[src/rtl/cp0_exc_ctrl.sv]
// cp0_exc_ctrl
// Coprocessor-0 register file and exception/interrupt controller for the
// single-cycle MIPS core. It holds Status, Cause and EPC, synchronises the
// six external interrupt lines, and decides each cycle whether the current
// instruction is replaced by an exception (hasexp -> next PC 0x00000800).
//
// Ports:
//   clk, rst        clock and synchronous active-high reset
//   present_pc      PC of the instruction executing this cycle
//   iscop0, iseret  COP0 instruction / eret qualifier
//   mtc0            mtc0 qualifier (with iscop0)
//   cp0_addr        CP0 register number (rd field)
//   cp0_wdata       mtc0 write data
//   syscall, ri     synchronous exception sources
//   irq[5:0]        asynchronous level-sensitive interrupt lines
//   cp0_rdata       mfc0 read data (combinational from cp0_addr)
//   cp0_pcout       EPC, consumed by the PC mux on eret
//   hasexp          take an exception this cycle
//   status          current Status register (debug view)

module cp0_exc_ctrl #(
  parameter logic [31:0] PRID        = 32'h00018000,
  parameter int          SYNC_STAGES = 2
) (
  input  logic        clk,
  input  logic        rst,
  input  logic [31:0] present_pc,
  input  logic        iscop0,
  input  logic        iseret,
  input  logic        mtc0,
  input  logic [4:0]  cp0_addr,
  input  logic [31:0] cp0_wdata,
  input  logic        syscall,
  input  logic        ri,
  input  logic [5:0]  irq,
  output logic [31:0] cp0_rdata,
  output logic [31:0] cp0_pcout,
  output logic        hasexp,
  output logic [31:0] status
);

  localparam logic [4:0] ADDR_STATUS = 5'd12;
  localparam logic [4:0] ADDR_CAUSE  = 5'd13;
  localparam logic [4:0] ADDR_EPC    = 5'd14;
  localparam logic [4:0] ADDR_PRID   = 5'd15;

  localparam logic [4:0] EXC_INT = 5'd0;
  localparam logic [4:0] EXC_SYS = 5'd8;
  localparam logic [4:0] EXC_RI  = 5'd10;

  // The EXL bit is the FSM state itself: NORMAL means EXL=0, HANDLER EXL=1.
  typedef enum logic {
    NORMAL  = 1'b0,
    HANDLER = 1'b1
  } state_t;

  state_t state, state_next;

  logic [SYNC_STAGES*6-1:0] sync_chain;
  logic [5:0]               sync_out;

  logic [7:0]  im_q;
  logic        ie_q;
  logic [5:0]  ip_q;
  logic [4:0]  exc_code_q;
  logic [31:0] epc_q;

  logic        exl;
  logic        int_pend;
  logic        do_eret;
  logic        do_mtc0;
  logic        wr_status;
  logic        wr_cause;
  logic        wr_epc;
  logic [4:0]  exc_sel;
  logic [5:0]  ip_base;
  logic [31:0] status_word;
  logic [31:0] cause_word;

  // Decode of the current instruction. Anything that raises an exception
  // is killed, so eret and mtc0 only act when hasexp is low. If eret and
  // mtc0 were ever both flagged, eret takes precedence.
  always_comb begin
    exl       = (state == HANDLER);
    sync_out  = sync_chain[SYNC_STAGES*6-1 -: 6];
    // IM[9:8] are software-interrupt masks: stored but never used here.
    int_pend  = ie_q & ~exl & (|(ip_q & im_q[7:2]));
    hasexp    = syscall | ri | int_pend;
    do_eret   = iscop0 & iseret & ~hasexp;
    do_mtc0   = iscop0 & mtc0 & ~iseret & ~hasexp;
    wr_status = do_mtc0 & (cp0_addr == ADDR_STATUS);
    wr_cause  = do_mtc0 & (cp0_addr == ADDR_CAUSE);
    wr_epc    = do_mtc0 & (cp0_addr == ADDR_EPC);
    exc_sel   = ri ? EXC_RI : (syscall ? EXC_SYS : EXC_INT);
    // mtc0 to Cause replaces IP, then the synchroniser ORs in on top so a
    // freshly arriving interrupt is never lost to a concurrent clear.
    ip_base   = wr_cause ? cp0_wdata[15:10] : ip_q;
  end

  // Next-state logic for the NORMAL/HANDLER machine. Exception entry beats
  // eret and mtc0; a direct mtc0 to Status may move EXL either way.
  always_comb begin
    state_next = state;
    if (hasexp) begin
      state_next = HANDLER;
    end else if (do_eret) begin
      state_next = NORMAL;
    end else if (wr_status) begin
      state_next = cp0_wdata[1] ? HANDLER : NORMAL;
    end
  end

  // State register; reset drops straight back to NORMAL even mid-handler.
  always_ff @(posedge clk) begin
    if (rst) begin
      state <= NORMAL;
    end else begin
      state <= state_next;
    end
  end

  // Interrupt synchroniser: a plain shift chain of 6-bit words, newest
  // sample in the low word, oldest (the synchronised output) in the top.
  always_ff @(posedge clk) begin
    if (rst) begin
      sync_chain <= '0;
    end else if (SYNC_STAGES > 1) begin
      sync_chain <= {sync_chain[SYNC_STAGES*6-7:0], irq};
    end else begin
      sync_chain <= irq;
    end
  end

  // Status/Cause/EPC storage. Exception entry captures the faulting PC and
  // the cause code and discards any mtc0 of the killed instruction.
  always_ff @(posedge clk) begin
    if (rst) begin
      im_q       <= '0;
      ie_q       <= 1'b0;
      ip_q       <= '0;
      exc_code_q <= '0;
      epc_q      <= '0;
    end else begin
      ip_q <= ip_base | sync_out;
      if (hasexp) begin
        epc_q      <= present_pc;
        exc_code_q <= exc_sel;
      end else if (wr_status) begin
        im_q <= cp0_wdata[15:8];
        ie_q <= cp0_wdata[0];
      end else if (wr_epc) begin
        epc_q <= cp0_wdata;
      end
    end
  end

  // Register read mux; unimplemented and unmapped bits read as zero.
  always_comb begin
    status_word = {16'h0000, im_q, 6'b000000, exl, ie_q};
    cause_word  = {16'h0000, ip_q, 3'b000, exc_code_q, 2'b00};
    cp0_rdata   = 32'h0000_0000;
    case (cp0_addr)
      ADDR_STATUS: cp0_rdata = status_word;
      ADDR_CAUSE:  cp0_rdata = cause_word;
      ADDR_EPC:    cp0_rdata = epc_q;
      ADDR_PRID:   cp0_rdata = PRID;
      default:     cp0_rdata = 32'h0000_0000;
    endcase
  end

  assign cp0_pcout = epc_q;
  assign status    = status_word;

endmodule

[config.mk]
export PLATFORM = sky130hd
export DESIGN_NAME = cp0_exc_ctrl
export DESIGN_NICKNAME = d
export VERILOG_FILES = /design/src/rtl/cp0_exc_ctrl.sv
export SDC_FILE = /design/constraint.sdc
export NUM_CORES = 1
export LEC_CHECK = 0
export ABC_CLOCK_PERIOD_IN_PS = 1800
export CORE_ASPECT_RATIO = 1.75
export CORE_MARGIN = 8
export CORE_UTILIZATION = 40
export CTS_BUF_LIST = sky130_fd_sc_hd__clkbuf_8 sky130_fd_sc_hd__clkbuf_16
export CTS_CLUSTER_DIAMETER = 60
export DETAILED_ROUTE_END_ITERATION = 6
export MAX_ROUTING_LAYER = met4
export PLACE_DENSITY = 0.82
export SYNTH_ARGS = -nofsm -noshare
export SYNTH_HDL_FRONTEND = slang
export SYNTH_SLANG_ARGS = --single-unit
[constraint.sdc]
create_clock -name clk -period 1.8 [get_ports clk]
set_input_delay 0.27 -clock clk [delete_from_list [all_inputs] [get_ports clk]]
set_output_delay 0.27 -clock clk [all_outputs]
set_load 0.02 [all_outputs]
==> results.md, run 1 <==
- Fin cells: approximately 650
- Post-Synthesis Cells: approximately 400
- Arr. time, crit path: about 1.5 ns
- Via-per-instance ratio: 5.71
- Cell row count: between 40 and 50
- Worst setup margin: 0.0409 ns
- Reg-to-Reg Start: im_q[6]
- CTS clock-pin slew for the worst setup and hold paths: about 0.050 ns
- P&R area growth vs syn: 61.4%
- Endpoint class of the critical path: output port
- Vias: ~3700
- Register bit total from synthesis: between 60 and 70
- Worst vdd ir: between 0.6 and 0.7 mV
- Nets: 640
- Status: finished clean
- Clk Latency, worst-skew pair: around 0.33 ns
- Final count of pins violating max slew: 0
- Htree depth: 3
- Post-CTS Setup Inserts: 0
- CTS tree: built
- Max cap viols: 0
- Routed Antenna Nets: 0
- EDFF count, synth: 0
- Worst Hold Launch: rst
- Chip Height: about 140 µm
- Lkg Pwr: 0.00209 µW
- Dpl hpwl: roughly 9900 µm
- Final hold violation count: 0
- Initial antenna violation count: 0
- Clk root buf: clkbuf_16
- CP required: roughly 1.5 ns
- N_diodes: 0
- Post-synthesis cell type count: 34
- Post-CTS Hold Buffers: 0
- Clock tree buffer depth: 2
- DRT Pass-1 Iters: 5
- I/O pin cnt: ~180
- PortBufs: ~160
- Largest net degree at the start of global routing: between 40 and 50
- Fill count: 696
- Crit path kind: reg -> out
- Vias in the first global route: approximately 4000
- FMAX: about 570 MHz
- Tmin final: around 1.8 ns
- Crit path launch type: flop
- Hold Path Cell Cnt: 2
- Period utilization: 0.977
- Capture point of the worst reg-to-reg path: ip_q[2]
- RSZ-0062 raised after global routing: true
- Hold WC Path Type: in -> reg
- WL final: around 13000 µm
- Global Route Usage Sum: 0.234
- YS warnings: 0
- DP Worst Slack: -0.687 ns
- Die Wd: roughly 85 µm
- Final setup violating endpoints: 0
- CP Max Fanout: 4
- DR iter-0 viols: 291
- Worst reg2reg path depth: 6
- First-pass GRT wire length: approximately 21000 µm
- Worst Skew: 0.00533 ns
- DP Cell Count: between 600 and 700
- Core Box Area: roughly 8200 µm²
- # clock sinks: 62
- Pwr dens: 719 nW/µm²
- Starting Density: 0.406
- Post-synthesis sequential area ratio: 0.373
- TritonCTS Buffers: 9
- Layout cell share with drive strength beyond 1: 0.216
- DRC: 0
- Hold Crit Endpoint: sync_chain[9]
- Synth Area per Inst: ~8.5 µm²
- Setup slack, reg-to-reg: between 0.1 and 0.15 ns
- Grt ovf: 0
- Die ar.: between 10000 and 15000 µm²
- Routability cong.: a little over 0.9
- Area of the mapped netlist: 3330 µm²
- Post-DR wirelength/cell: between 20 and 25 µm
- Most common flop cell mapped by yosys: dfxtp_1
- Fraction of registers with async set/reset: 0
==> final cells by class <==
| class | count | area (µm²) | share of cell area |
|---|---|---|---|
| Tap cell | 92 | 115 | 0.0214 |
| Clock buffer | 10 | 239 | 0.0445 |
| Clock inverter | 3 | 38.8 | 0.00722 |
| Multi-Input combinational cell | 285 | 1800 | 0.334 |
| Sequential cell | 62 | 1240 | 0.231 |
| Inverter | 3 | 11.3 | 0.00210 |
| Timing Repair Buffer | 197 | 1930 | 0.359 |
==> per-layer routing <==
| metal | wire length [µm] | up-vias | GRT usage |
|---|---|---|---|
| met5 | 0 | - | - |
| met4 | 577 | 0 | 0.135 |
| met3 | 852 | 44 | 0.0541 |
| met2 | 6960 | 206 | 0.404 |
| met1 | 4860 | 1771 | 0.238 |
| li1 | - | 1704 | - |
==> cells in the final DEF, fill, tap and decap left out, types with 3 or more instances in the layout <==
master           instances
clkdlybuf4s15_2         17
a311oi_1                 9
clkdlybuf4s50_1        117
nor2_1                   6
a22oi_1                  5
a41oi_1                  6
o21ai_0                 18
a311oi_2                23
a21oi_1                 50
buf_12                   7
dlygate4sd2_1            3
o21ai_1                  3
buf_2                   11
a22oi_2                  3
inv_1                    4
nand2_1                 74
nor2b_1                 12
clkbuf_16                9
dfxtp_1                 62
buf_4                   35
and3_1                  19
nand4_1                  9
and2_1                   4
buf_6                    3
conb_1                  22
mux2i_1                  4
==> worst max path at each step <==
| stage | from | end | cells past startpoint |
|---|---|---|---|
| after floorplan | im_q[6] | hasexp | 5 |
| after global placement | cp0_addr[4] | cp0_rdata[10] | 6 |
| after detailed placement | cp0_addr[0] | cp0_rdata[10] | 6 |
| after CTS | cp0_addr[0] | cp0_rdata[13] | 7 |
| after global routing | im_q[6] | hasexp | 5 |
| final | exl | status[1] | 2 |
==> critical path, cell delays in order (launching register included) <==
cell             delay (ns)
dfxtp_1                0.37
buf_4                  0.16
clkdlybuf4s50_1        0.63
==> cell usage after synthesis (6+ instances only) <==
cell / n / area share
nand2_1: 74 / 0.083
dfxtp_1: 62 / 0.37
a21oi_1: 50 / 0.075
buf_4: 26 / 0.059
a311oi_2: 23 / 0.10
o21ai_0: 21 / 0.032
clkbuf_1: 20 / 0.023
and3_1: 19 / 0.036
nor2b_1: 12 / 0.023
a311oi_1: 9 / 0.024
nand4_1: 9 / 0.017
buf_2: 7 / 0.011
nor2_1: 7 / 0.0079
a41oi_1: 6 / 0.016
==> state kept, by name (all words and copies together), names as in the netlist <==
name,cells
cp0_pcout,32
sync_chain,12
im_q,8
ip_q,6
exc_code_q,2
exl,1
ie_q,1
==> repair_timing <==
item	in CTS	in global routing
pin swaps	2	1
resized for setup	131	17
setup endpoints to repair	71	53
cloned	0	0
hold endpoints to repair	0	0
==> where the power goes <==
| group | internal [µW] | switching (µW) | total (µW) |
|---|---|---|---|
| clock network | 1070 | 560 | 1630 |
| registers | 1450 | 58.2 | 1510 |
| logic | 368 | 351 | 719 |
==> stage by stage <==
step	TNS (ns)	hold slack [ns]	util	instance area, µm²	total power [µW]
finish	0	0.308	0.655	5370	3860
global route	-0.0394	0.325	0.655	5370	4020
global placement	-33.77	0.417	0.622	5100	2230
CTS	0	0.297	0.653	5360	3890
floorplan	0	0.388	-	3410	1890
detailed placement	-36.54	0.431	0.622	5100	2250
==> cell families after synthesis <==
logic type,synth area share
buf+inv,0.117
other cells,0.00113
flops,0.373
compound gates,0.295
mux,0.0120
simple gates,0.202
(Power assumes the default switching activity.)
==> inputs of run 2 (changes only) <==
--- a/config.mk
+++ b/config.mk
@@ -5,7 +5,8 @@
 export SDC_FILE = /design/constraint.sdc
 export NUM_CORES = 1
 export LEC_CHECK = 0
-export ABC_CLOCK_PERIOD_IN_PS = 1800
+export ABC_CLOCK_PERIOD_IN_PS = 1750
+export CAP_MARGIN = 20
 export CORE_ASPECT_RATIO = 1.75
 export CORE_MARGIN = 8
 export CORE_UTILIZATION = 40
==> constraint.sdc (replaced) <==
create_clock -name clk -period 1.75 [get_ports clk]
set_input_delay 0.2625 -clock clk [delete_from_list [all_inputs] [get_ports clk]]
set_output_delay 0.2625 -clock clk [all_outputs]
set_load 0.02 [all_outputs]
==> run 2 against run 1 <==
Register-to-register slack worse by 0.10 ns. Final cell count is 0.46% higher. Via count hardly changed. Highest routed layer unchanged. Worst hold slack better by 0.029 ns. First-iteration DRC count is 3.1% lower. Clock-buffer cell count is 1 higher. Critical endpoint is now cp0_pcout[7]. Global-route usage is 0.56 points lower. Critical path depth is 3 higher. Clock skew hardly changed. Final area is 0.14% lower.
==> results.md, run 2 (synthesis gave the netlist of run 1 again) <==
- Cell Area, Placed: 5110 µm² (+0.15%)
- Sw Share: 0.263 (+0.0125)
- Via-per-instance ratio: 5.69 (-0.43%)
- TritonCTS Buffers: 9 (unchanged)
- Clock tree buffer depth: 2 (unchanged)
- Sequential share of power: 0.396 (+0.005)
- Number of flip-flops in the largest register: 32 (unchanged)
- Worst Skew: 0.00558 ns (+0.000253 ns)
- Cell row count: 44 (unchanged)
- WL final: 13200 µm (-0.68%)
- Max cap viols: 0 (unchanged)
- Grt ovf: 0 (unchanged)
- Worst Hold Launch: rst
- N_diodes: 0 (unchanged)
- Final hold violation count: 0 (unchanged)
- Routed Antenna Nets: 0 (unchanged)
- # clock sinks: 62 (unchanged)
- RSZ-0062 raised after global routing: true
- Core Box Area: 8200 µm² (unchanged)
- Hold slack: 0.338 ns (+0.0293 ns)
- Most frequent cells in the layout: 116 x clkdlybuf4s50_1, 74 x nand2_1, 62 x dfxtp_1
- Hold WC Path Type: in -> reg
- I/O pin cnt: 179 (unchanged)
- Crit path launch type: flop
- Routability cong.: 0.907 (-0.33%)
- Nets: 641 (+0.16%)
- Die ar.: 11600 µm² (unchanged)
- CP Cell Sequence: a22oi_2 -> a311oi_4 -> nor3_4 -> buf_4 -> a311oi_2
- P&R area growth vs syn: 61.2%
- Vias: 3726 (+0.027%)
- Clk Latency, worst-skew pair: 0.33 ns (about the same)
- Critical path's slowest cell: buf_4
- Multi-input gate area: 1800 µm² (+0.21%)
- Die Wd: 85.0 µm (unchanged)
- Setup slack, reg-to-reg: 0.008 ns (-0.10 ns)
- Crit path kind: reg -> reg
- Starting Density: 0.406 (unchanged)
- Worst reg2reg path depth: 5 (-1)
- Psw: 1030 µW (+6.6%)
- Commonest non-fill, non-tap cell in the layout: clkdlybuf4s50_1
- CTS clock-pin slew for the worst setup and hold paths: 0.05 ns (about the same)
- Initial antenna violation count: 0 (unchanged)
- Hold Path Cell Cnt: 2 (unchanged)
- Crit-path max cell delay: 0.46 ns (-0.17 ns)
- Largest net degree at the start of global routing: 41 (unchanged)
- FMAX: approximately 570 MHz
- Post-DR wirelength/cell: 20.1 µm (-1.1%)
- Int Pwr: 2890 µW (-0.21%)
- CTS tree: built
- DR iter-0 viols: 282 (-3.1%)
- Status: finished clean
- Final Cell Area: 5360 µm² (-0.14%)
- First-pass GRT wire length: 20300 µm (-1.5%)
- Pwr dens: 731 nW/µm² (+1.6%)
- CP Max Fanout: 33 (+29)
- Chip Height: 137 µm (unchanged)
- Combinational share of power: 0.189 (+0.003)
- Reg-to-Reg Start: ip_q[4]
- Seq. cell area: 1240 µm² (unchanged)
- Dpl hpwl: 9850 µm (-0.88%)
- CP required: 1.93 ns (+0.40 ns)
- Capture point of the worst reg-to-reg path: cp0_pcout[7]
- Period utilization: 0.995
- Arr. time, crit path: 1.92 ns (+0.43 ns)
- Htree depth: 3 (unchanged)
- Lkg Pwr: 0.00210 µW (+0.61%)
- DRC: 0 (unchanged)
- Clk root buf: clkbuf_16
- Endpoint class of the critical path: flop
- Layout cell share with drive strength beyond 1: 0.226 (+0.00951)
- Final count of pins violating max slew: 0 (unchanged)
- Hold Crit Endpoint: sync_chain[10]
- PortBufs: 156 (unchanged)
- Clock power share: 0.415 (-0.008)
- Fill count: 678 (-2.6%)
- Vias in the first global route: 3930 (+0.46%)
- Worst vdd ir: 0.764 mV (+20%)
- Final setup violating endpoints: 0 (unchanged)
- Tmin final: about 1.7 ns
- DRT Pass-1 Iters: 4 (-1)
- Global Route Usage Sum: 0.229 (-0.00557)
## run 2: changes by cell type in the layout (fill, tap and decap cells not counted), sizes merged
cell           before  now
clkdlybuf4s15      19   16
clkbuf             10   12
buf                58   62
inv                 4    3
bufinv              1    0
clkinvlp            0    1
clkdlybuf4s50     117  116
clkinv              1    3
## run 2: repair_timing
item	4_1_cts	5_1_grt
endpoints found under the hold margin	0	0
gates cloned	0	0
setup buffers	0	0
hold buffers	0	0
setup endpoints to repair	78	46
resized for setup	151	6
pin swaps	2	1
## run 2: area by class of cell
cell class | count | share of cell area
Clock inverter | 4 | 0.00420
Multi-Input combinational cell | 285 | 0.335
Tap cell | 92 | 0.0215
Sequential cell | 62 | 0.231
Timing Repair Buffer | 198 | 0.358
Clock buffer | 11 | 0.0471
Inverter | 3 | 0.00210
## run 2: worst max-delay path by stage
stage	slack, ns	to	depth (start not counted)	start
2_1_floorplan	0.06	hasexp	5	im_q[6]
3_3_place_gp	-0.69	cp0_rdata[10]	6	cp0_addr[4]
3_5_place_dp	-0.72	cp0_rdata[14]	7	cp0_addr[4]
4_1_cts	0.009	cp0_rdata[14]	7	cp0_addr[4]
5_1_grt	-0.06	cp0_pcout[9]	5	ip_q[4]
6_report	0.008	cp0_pcout[7]	5	ip_q[4]
## run 2: through the flow
stage          setup TNS [ns]  total power (µW)  instances  worst slack, ns  utilization
5_1_grt                 -1.25              4060        655          -0.0606        0.654
2_1_floorplan               0              1940        412           0.0588            -
3_5_place_dp           -39.78              2310        640           -0.721        0.623
4_1_cts                     0              3940        655          0.00916        0.653
6_report                    0              3920        655          0.00809        0.654
3_3_place_gp           -36.92              2300        640           -0.689        0.623
## run 2: per-layer routing
layer | track usage | vias up | routed length [µm]
met5 | - | - | 0
met4 | 0.142 | 0 | 669
met3 | 0.0481 | 55 | 889
met2 | 0.396 | 219 | 6780
met1 | 0.231 | 1745 | 4830
li1 | - | 1707 | -
## run 2: worst max-delay path, delay by kind of cell, from the launching register on
family	cells	cell delay, ns
DFF	1	0.31
buffers and inverters	1	0.46
and+or+nand+nor	1	0.15
AOI/OAI and AO/OA	3	0.66
## run 2: power groups by stage
stage | logic (µW) | registers, µW | clock network, µW
after floorplan | 308 | 1630 | 0
after global placement | 723 | 1580 | 0
after detailed placement | 735 | 1580 | 0
after CTS | 739 | 1550 | 1650
after global routing | 787 | 1560 | 1710
final | 742 | 1550 | 1630
